`config.mk`:
```
export PLATFORM = sky130hd
export DESIGN_NAME = div_ctrl
export DESIGN_NICKNAME = d
export VERILOG_FILES = /design/src/rtl/div_pkg.sv /design/src/rtl/div_iter.sv /design/src/rtl/div_ctrl.sv
export SDC_FILE = /design/constraint.sdc
export NUM_CORES = 1
export LEC_CHECK = 0
export CAP_MARGIN = 20
export CORE_ASPECT_RATIO = 0.9
export CORE_MARGIN = 2
export CORE_UTILIZATION = 59
export DETAILED_ROUTE_END_ITERATION = 10
export PLACE_DENSITY = 0.88
export SLEW_MARGIN = 40
export SYNTH_ARGS = -nofsm -noshare
export SYNTH_HDL_FRONTEND = slang
export SYNTH_SLANG_ARGS = --single-unit
```
`constraint.sdc`:
```
create_clock -name clk -period 4.5 [get_ports clk]
set_input_delay 1.35 -clock clk [delete_from_list [all_inputs] [get_ports clk]]
set_output_delay 1.35 -clock clk [all_outputs]
set_load 0.02 [all_outputs]
```
`src/rtl/div_pkg.sv`:
```
// -----------------------------------------------------------------------------
// div_pkg
// Shared definitions for the EX-stage iterative divider.
//   - DIV_OP_* : bit positions inside the one-hot div_op vector
//   - div_state_e : sequencing FSM states
//   - DIV_ITER / DIV_CNT_W : iteration count and step counter width
//   - div_cond_neg : conditional two's-complement negate
// No ports (package).
// -----------------------------------------------------------------------------
package div_pkg;

  localparam int DIV_XLEN  = 32;
  localparam int DIV_ITER  = 32;
  localparam int DIV_CNT_W = 5;

  localparam int DIV_OP_DIV  = 3;
  localparam int DIV_OP_DIVU = 2;
  localparam int DIV_OP_REM  = 1;
  localparam int DIV_OP_REMU = 0;

  typedef enum logic [1:0] {
    DIV_IDLE = 2'd0,
    DIV_BUSY = 2'd1,
    DIV_DONE = 2'd2
  } div_state_e;

  function automatic logic [DIV_XLEN-1:0] div_cond_neg(input logic [DIV_XLEN-1:0] v,
                                                       input logic              neg);
    return neg ? (~v + 32'd1) : v;
  endfunction

endpackage

```
`src/rtl/div_iter.sv`:
```
// -----------------------------------------------------------------------------
// div_iter
// One restoring shift-subtract step per cycle on a 64-bit {rem, quo} register.
// Ports:
//   clk, rst_n  : clock, synchronous active-low reset
//   start       : load {0, a_mag} and clear the partial remainder
//   step        : perform one division step
//   a_mag       : dividend magnitude
//   b_mag       : divisor magnitude (held stable by the controller)
//   quo_mag     : quotient magnitude after 32 steps
//   rem_mag     : remainder magnitude after 32 steps
// -----------------------------------------------------------------------------
module div_iter
  import div_pkg::*;
(
  input  logic                clk,
  input  logic                rst_n,
  input  logic                start,
  input  logic                step,
  input  logic [DIV_XLEN-1:0] a_mag,
  input  logic [DIV_XLEN-1:0] b_mag,
  output logic [DIV_XLEN-1:0] quo_mag,
  output logic [DIV_XLEN-1:0] rem_mag
);

  logic [2*DIV_XLEN-1:0] acc_q;
  logic [DIV_XLEN:0]     rem_sh;
  logic [DIV_XLEN:0]     sub;
  logic                  borrow;

  // The shifted remainder can reach 33 bits when |b| is above 2^31. A 33-bit
  // subtract of the low 32 bits plus the shifted-out top bit gives the true
  // borrow: the trial only fails when the top bit is clear and the low part
  // underflows. On success the true difference is below |b|, so 32 bits hold it.
  always_comb begin
    rem_sh = acc_q[2*DIV_XLEN-1:DIV_XLEN-1];
    sub    = {1'b0, rem_sh[DIV_XLEN-1:0]} - {1'b0, b_mag};
    borrow = ~rem_sh[DIV_XLEN] & sub[DIV_XLEN];
  end

  always_ff @(posedge clk) begin
    if (!rst_n) begin
      acc_q <= '0;
    end else if (start) begin
      acc_q <= {{DIV_XLEN{1'b0}}, a_mag};
    end else if (step) begin
      acc_q <= {(borrow ? rem_sh[DIV_XLEN-1:0] : sub[DIV_XLEN-1:0]),
                acc_q[DIV_XLEN-2:0], ~borrow};
    end
  end

  assign quo_mag = acc_q[DIV_XLEN-1:0];
  assign rem_mag = acc_q[2*DIV_XLEN-1:DIV_XLEN];

endmodule

```
`src/rtl/div_ctrl.sv`:
```
// -----------------------------------------------------------------------------
// div_ctrl
// Sequencing controller for the EX-stage iterative divider (RV32M DIV, DIVU,
// REM, REMU). Runs a 32-step restoring division on operand magnitudes, fixes
// signs, applies the divide-by-zero and signed-overflow results, stalls the
// front of the pipeline while busy, holds the result under downstream stall
// and aborts on a branch flush.
// Ports:
//   clk, rst_n : clock, synchronous active-low reset
//   div_op     : one-hot {DIV, DIVU, REM, REMU}, all-zero = no divide
//   a, b       : dividend (rs1) and divisor (rs2)
//   hold       : EX instruction cannot advance this cycle
//   flush      : branch flush of the EX slot
//   stallreq   : EX busy, freeze IF/ID/EX
//   result     : quotient or remainder, 0 unless res_valid
//   res_valid  : result ready this cycle
// Build option:
//   DIV_FASTPATH_EN : divide-by-zero and signed overflow skip BUSY and
//                     reach DONE one cycle after acceptance.
// -----------------------------------------------------------------------------
module div_ctrl
  import div_pkg::*;
(
  input  logic                clk,
  input  logic                rst_n,
  input  logic [3:0]          div_op,
  input  logic [DIV_XLEN-1:0] a,
  input  logic [DIV_XLEN-1:0] b,
  input  logic                hold,
  input  logic                flush,
  output logic                stallreq,
  output logic [DIV_XLEN-1:0] result,
  output logic                res_valid
);

  div_state_e           state_q, state_d;
  logic [DIV_CNT_W-1:0] cnt_q;
  logic [3:0]           op_q;
  logic                 sa_q, sb_q;
  logic                 bz_q, ovf_q;
  logic [DIV_XLEN-1:0]  a_raw_q, a_mag_q, b_mag_q;

  logic                 start, step;
  logic                 op_valid, op_signed_in, a_neg_in, b_neg_in;
  logic                 bz_in, ovf_in;
  logic [DIV_XLEN-1:0]  quo_mag, rem_mag;
  logic [DIV_XLEN-1:0]  quo_fix, rem_fix;
  logic                 is_div, is_rem;

  always_comb begin
    op_valid     = |div_op;
    op_signed_in = div_op[DIV_OP_DIV] | div_op[DIV_OP_REM];
    a_neg_in     = op_signed_in & a[DIV_XLEN-1];
    b_neg_in     = op_signed_in & b[DIV_XLEN-1];
    bz_in        = (b == '0);
    ovf_in       = op_signed_in & (a == 32'h8000_0000) & (b == 32'hFFFF_FFFF);
  end

  always_ff @(posedge clk) begin
    if (!rst_n) begin
      state_q <= DIV_IDLE;
    end else begin
      state_q <= state_d;
    end
  end

  // Flush overrides everything: back to IDLE, no stall, no new op accepted.
  always_comb begin
    state_d   = state_q;
    start     = 1'b0;
    step      = 1'b0;
    stallreq  = 1'b0;
    res_valid = 1'b0;
    case (state_q)
      DIV_IDLE: begin
        if (op_valid) begin
          start    = 1'b1;
          stallreq = 1'b1;
`ifdef DIV_FASTPATH_EN
          state_d  = (bz_in | ovf_in) ? DIV_DONE : DIV_BUSY;
`else
          state_d  = DIV_BUSY;
`endif
        end
      end
      DIV_BUSY: begin
        step     = 1'b1;
        stallreq = 1'b1;
        if (cnt_q == DIV_CNT_W'(DIV_ITER - 1)) begin
          state_d = DIV_DONE;
        end
      end
      DIV_DONE: begin
        res_valid = 1'b1;
        if (!hold) begin
          state_d = DIV_IDLE;
        end
      end
      default: begin
        state_d = DIV_IDLE;
      end
    endcase
    if (flush) begin
      state_d  = DIV_IDLE;
      start    = 1'b0;
      step     = 1'b0;
      stallreq = 1'b0;
    end
  end

  // Operation context captured at acceptance; the counter wraps 31 -> 0 on
  // the final step so it is already clear for the next op.
  always_ff @(posedge clk) begin
    if (!rst_n || flush) begin
      cnt_q   <= '0;
      op_q    <= '0;
      sa_q    <= 1'b0;
      sb_q    <= 1'b0;
      bz_q    <= 1'b0;
      ovf_q   <= 1'b0;
      a_raw_q <= '0;
      a_mag_q <= '0;
      b_mag_q <= '0;
    end else begin
      if (start) begin
        cnt_q   <= '0;
        op_q    <= div_op;
        sa_q    <= a_neg_in;
        sb_q    <= b_neg_in;
        bz_q    <= bz_in;
        ovf_q   <= ovf_in;
        a_raw_q <= a;
        a_mag_q <= div_cond_neg(a, a_neg_in);
        b_mag_q <= div_cond_neg(b, b_neg_in);
      end
      if (step) begin
        cnt_q <= cnt_q + DIV_CNT_W'(1);
      end
    end
  end

  div_iter u_iter (
    .clk     (clk),
    .rst_n   (rst_n),
    .start   (start),
    .step    (step),
    .a_mag   (div_cond_neg(a, a_neg_in)),
    .b_mag   (b_mag_q),
    .quo_mag (quo_mag),
    .rem_mag (rem_mag)
  );

  // Special cases take precedence over the iterated magnitudes; the fast
  // path never runs the iterator, so these must not depend on it.
  always_comb begin
    is_div  = op_q[DIV_OP_DIV] | op_q[DIV_OP_DIVU];
    is_rem  = op_q[DIV_OP_REM] | op_q[DIV_OP_REMU];
    quo_fix = div_cond_neg(quo_mag, sa_q ^ sb_q);
    rem_fix = div_cond_neg(rem_mag, sa_q);
    result  = '0;
    if (state_q == DIV_DONE) begin
      if (bz_q) begin
        result = is_rem ? a_raw_q : 32'hFFFF_FFFF;
      end else if (ovf_q) begin
        result = is_rem ? 32'h0000_0000 : 32'h8000_0000;
      end else if (is_rem) begin
        result = rem_fix;
      end else if (is_div) begin
        result = quo_fix;
      end
    end
  end

  // a_mag_q is kept for debug visibility of the captured dividend magnitude.
  logic unused_a_mag;
  assign unused_a_mag = ^a_mag_q;

endmodule

```
---- Yosys cells after proc, flatten, opt, wreduce, memory -nomap -nowiden ----
Cells that the tools add are included.
word-level totals
  bits in registers ....................... 143
  bits in latches ......................... 0
  RAM bits ................................ 0
  bits in read-only memories .............. 0
  input port bits ......................... 72
  output and inout port bits .............. 34
  logic and storage cells ................. 78
  memories kept ........................... 0
operators by class
  $add $sub $neg .......................... 6
  $mul .................................... 0
  divide/modulo/power cells ............... 0
  order comparisons ....................... 0
  eq/ne operators ......................... 8
  shift-type cells ........................ 0
  multiplexer cells ....................... 28
  bitwise gates (word level) .............. 16
  reductions and logical operators ........ 9
operator list
  cell                                                                    number
  32-bit 2-to-1 mux                                                       14
  32-bit by 1-bit adder with 32-bit output (second input constant)        4
  32-bit NOT                                                              4
  32-bit equality test (second input constant)                            2
  32-bit by 32-bit subtractor with 33-bit output                          1
  32-bit logical NOT                                                      1
  5-bit 2-to-1 mux                                                        2
  1-bit 2-to-1 mux                                                        7
  2-bit 2-to-1 mux                                                        3
  2-bit != test (second input constant)                                   3
  2-bit one-hot mux with 3 select lines                                   1
  5-bit by 1-bit adder with 5-bit output (second input constant)          1
  1-bit bitwise AND                                                       5
  5-bit equality test (second input constant)                             1
  2-bit OR reduction                                                      2
  4-bit OR reduction                                                      1
  1-bit NOT                                                               3
  1-bit bitwise OR                                                        3
  3-bit AND reduction                                                     1
  2-bit by 1-bit equality test with 1-bit output (second input constant)  1
  2-bit equality test (second input constant)                             1
  2-bit logical NOT                                                       1
  1-bit one-hot mux with 2 select lines                                   1
  2-bit nonzero test                                                      1
  other kinds (3)                                                         3

---- Depth between registers and ports, before layout ----
  depth after elaboration ................. 8
  gate-level depth with buffers ........... 14
  mapped depth without buffers ............ 12

---- Modules after synthesis ----
Synthesis repeated with hierarchy kept, for this count alone.
unflattened totals
  cells, all modules ...................... 1576
  area, all modules ....................... 11631.2 um^2
modules (own cells, without submodules)
  module    instances  cells an instance  area each (um^2)  seq. area each (um^2)
  div_ctrl  1          936                6670.1            1581.5
  div_iter  1          640                4961.0            1281.2

---- Least setup slack after synthesis ----
No wires, ideal clock.
  path type ............................... register -> output
  start point ............................. reg u_iter.acc_q[34]
  end point ............................... out result[31]
  arrival time ............................ 2.767 ns
  data required time ...................... 3.150 ns
  slack ................................... 0.383 ns
  stages on the path, launching flop included .. 10
  path buffers ............................ 0
  cell sequence ........................... dfxtp_1 > or4_4 > nor3_2 > nand2_1 > or3_4 > or4_4 > o21ai_1 > xnor2_1 > nand2_1 > a31oi_1
between the ends
  longest elaborated chain between the ends .. 7
ends and longest elaborated chain
  what                                      line             source
  start: declaration                        div_iter.sv:26   logic [2*DIV_XLEN-1:0] acc_q;
  start signal: assignment                  div_iter.sv:45   acc_q <= {{DIV_XLEN{1'b0}}, a_mag};
  start signal: assignment                  div_iter.sv:47   acc_q <= {(borrow ? rem_sh[DIV_XLEN-1:0] : sub[DIV_XLEN-1:0]),
  32-bit NOT                                div_pkg.sv:29    return neg ? (~v + 32'd1) : v;
  32-bit by 1-bit adder with 32-bit output  div_pkg.sv:29
  32-bit 2-to-1 mux                         div_pkg.sv:29
  32-bit 2-to-1 mux                         div_ctrl.sv:166  end else if (is_rem) begin
  32-bit 2-to-1 mux                         div_ctrl.sv:164  end else if (ovf_q) begin
  32-bit 2-to-1 mux                         div_ctrl.sv:162  if (bz_q) begin
  32-bit 2-to-1 mux                         div_ctrl.sv:161  if (state_q == DIV_DONE) begin
  end: declaration                          div_ctrl.sv:32   output logic [DIV_XLEN-1:0] result,
Every way passes these cells.

---- Final worst setup path ----
Same ends and word-level chain as after synthesis.

==> metrics <==
status=finished, violations left; failing checks=negative setup slack; Pre-Repair DR Iteration Count=7; Finished Layout Cells=1,795; worst setup path class=flop to output pin; Critical Path AT=3.19 ns; Reg clk slew, reported paths=0.06 ns; DP HPWL=23,800 um; asr flop ratio synth=0%; mapped cell area=10,600 um^2; yosys warns=0; Fill cells=1,323; Placed Area=roughly 12,000 um^2; Initial DRC Count=roughly 1,200; final setup fails=2; Finished Cell Area=12,800 um^2; required time worst endpoint=3.15 ns; Crit path largest cell delay=roughly 0.55 ns; Initial Util=60.2%; die height=131 um; Die Wd=between 100 and 150 um; Final GP Congestion=0.973; Critical Path Sink Type=output pin; CP Cell Sequence=or4_4 -> nor3_4 -> nand2_1 -> or3_4 -> or4_4 -> o21ai_2 -> xnor2_1 -> nand2_1 -> a31oi_2 -> buf_4; CTS sink cnt=143; largest net degree at the start of global routing=65; Seq pwr share=34.9%; Port Buffers=105; worst skew pair latency=0.43 ns; CTS Buf Count=17; Vias=11,500; final setup margin=-0.0444 ns; area grow syn2layout=21.3%; Synth Flop Type=dfxtp_1; worst rel slew slack=51.0%; Slew Viols, Final=0; Placed Instances=approximately 1,800; TritonCTS clock tree=built; per-cell routed wire length=18.4 um; Internal=2690 uW; Yosys cell types=68; Net Switching=1310 uW; Hold Vio Cnt, Final=0; flops & latches, synth=143; Total Wirelength=33,100 um; RSZ-0062 raised after global routing=yes; drc violations=0; Slew @ Worst Pin=0.727 ns; total of max-cap violations=0; row cnt=46; Routed Antenna Nets=0; CTS root buf=clkbuf_16; I/O pin count=106; core area=between 15,000 and 20,000 um^2; layout cell share with drive strength beyond 1=under 10%; cts hold-fix bufs=0; clock power share=36.4%; Cells after Synth=1,441; combinational share of power=28.7%; full die area=19,000 um^2; pre-CTS WS=-0.127 ns; H-Tree Depth=4; total congestion overflow=0; Mean Syn Cell Area=7.33 um^2; Pwr Total=between 3000 and 4000 uW; Final nets=1,653; clock buffer depth=2; pwr dens=312 nW/um^2; Crit-path slowest cell=or4_4; Hold Crit Class=flop to flop; Final Skew=0.0108 ns; Pleak=0.00492 uW; number of synthesized flops with an enable pin=0; worst vdd ir=0.291 mV; Total GRT Usage=between 30% and 40%; Fmax achieved=between 200 and 250 MHz; initial antenna violation count=0; final setup TNS=-0.0450 ns; syn nets=~1,600; vias in the first global route=about 11,000; first-pass GRT wire length=about 53,000 um; Crit Path Max Fanout=2; crit share post-route=101%; sequential share of the synthesized area=between 20% and 30%; Min Clock Period, post-route=4.54 ns; drt via density=6.43; crit path launch type=flop; switching share of power=32.8%
## worst max-delay path, delay by kind of cell (launching register included)
kind	cells	cell delay (ns)
compound gates	2	0.39
xor+xnor	1	0.13
buf+inv	1	0.18
flops	1	0.31
simple gates	6	1.75
## what timing repair did
action | 4_1_cts | 5_1_grt
pin swaps | 3 | 3
setup buffers | 0 | 1
setup endpoints to repair | 20 | 22
gates resized for setup | 39 | 29
## power groups by stage
stage	clock network, uW	logic (uW)	registers [uW]
global route	1520	1240	1400
finish	1460	1150	1400
CTS	1450	1110	1390
detailed placement	0	1080	1410
floorplan	0	771	1400
global placement	0	1050	1410
## flip-flops by register name, indices dropped and copies added (netlist names)
| register | cells |
|---|---|
| bz_q | 1 |
| cnt_q | 5 |
| b_mag_q | 32 |
| sa_q | 1 |
| sb_q | 1 |
| ovf_q | 1 |
| op_q | 4 |
| state_q | 2 |
| u_iter.acc_q | 64 |
| a_raw_q | 32 |
## metal layers
metal / global-route usage [%] / wire length [um] / vias up
met1: 43.9 / 13900 / 5356
met3: 7.88 / 3140 / 100
met5: 0 / 0 / -
li1: - / - / 5438
met2: 55.9 / 14900 / 650
met4: 15.3 / 1110 / 0
## metrics by stage
stage | util [%] | hold slack [ns]
after floorplan | - | 0.432
after global placement | 68.9 | 0.438
after detailed placement | 68.9 | 0.443
after CTS | 72.4 | 0.452
after global routing | 72.9 | 0.466
final | 73.0 | 0.451
## Yosys cell counts (28+ instances only)
master	instances	area, um^2
dfxtp_1	143	2860
o221ai_1	30	263
clkbuf_1	75	282
xor2_1	69	604
ha_1	39	488
o21ai_1	28	140
a21oi_1	174	871
nor3_1	28	140
nand2_1	155	582
xnor2_1	72	631
inv_1	60	225
o21ai_0	94	470
nor2_1	119	447
nand3_1	33	165
a211oi_1	28	210
## path summary, 6_finish.rpt
kind,slack (ns),end,startpoint,depth (start not counted)
setup reg to reg,0.67,u_iter.acc_q[36],u_iter.acc_q[31],13
hold / removal,0.45,a_raw_q[6],a_raw_q[6],2
setup / recovery,-0.04,result[31],u_iter.acc_q[34],10
hold reg to reg,0.45,a_raw_q[6],a_raw_q[6],2
## cell usage in the layout, fill, tap and decap left out, types with 6 or more instances in the layout
cell type	count
o31ai_1	11
dlygate4sd2_1	9
mux2i_1	23
o41ai_1	11
xnor2_1	72
a221oi_1	8
nand2_1	154
dfxtp_1	142
nand3_1	33
or4_1	13
a211oi_1	28
o21ai_0	93
a21o_1	10
buf_4	65
a22oi_1	14
nor2_1	118
clkdlybuf4s50_1	83
nand4_1	16
a21oi_1	173
inv_1	60
o22ai_1	14
nor3_1	27
a31oi_1	18
nor4_1	10
o21ai_1	24
clkbuf_16	17
ha_1	39
o221ai_1	30
nand2b_1	8
dlymetal6s2s_1	6
xor2_1	69
and3_1	10
nor2b_1	13
or3_1	21
## logic make-up after synthesis
group | count (synthesis) | synth area share, %
XOR/XNOR | 141 | 11.7
adder cells (fa/ha/maj) | 40 | 4.81
multiplexers | 24 | 2.29
AND/OR/NAND/NOR | 459 | 20.6
flip-flops | 143 | 27.1
buffers and inverters | 151 | 5.46
AO/OA/AOI/OAI | 483 | 28.1
## final cells by class
cell class | instances | area (um^2) | area share (%)
multi-input combinational | 1147 | 7250 | 56.6
sequential | 143 | 2860 | 22.4
timing repair buffer | 171 | 1560 | 12.2
clock buffer | 18 | 429 | 3.35
tap | 240 | 300 | 2.34
inverter | 61 | 229 | 1.79
clock inverter | 14 | 168 | 1.31
antenna | 1 | 2.50 | 0.0195
Note: power is estimated with default switching activity, not from simulation.
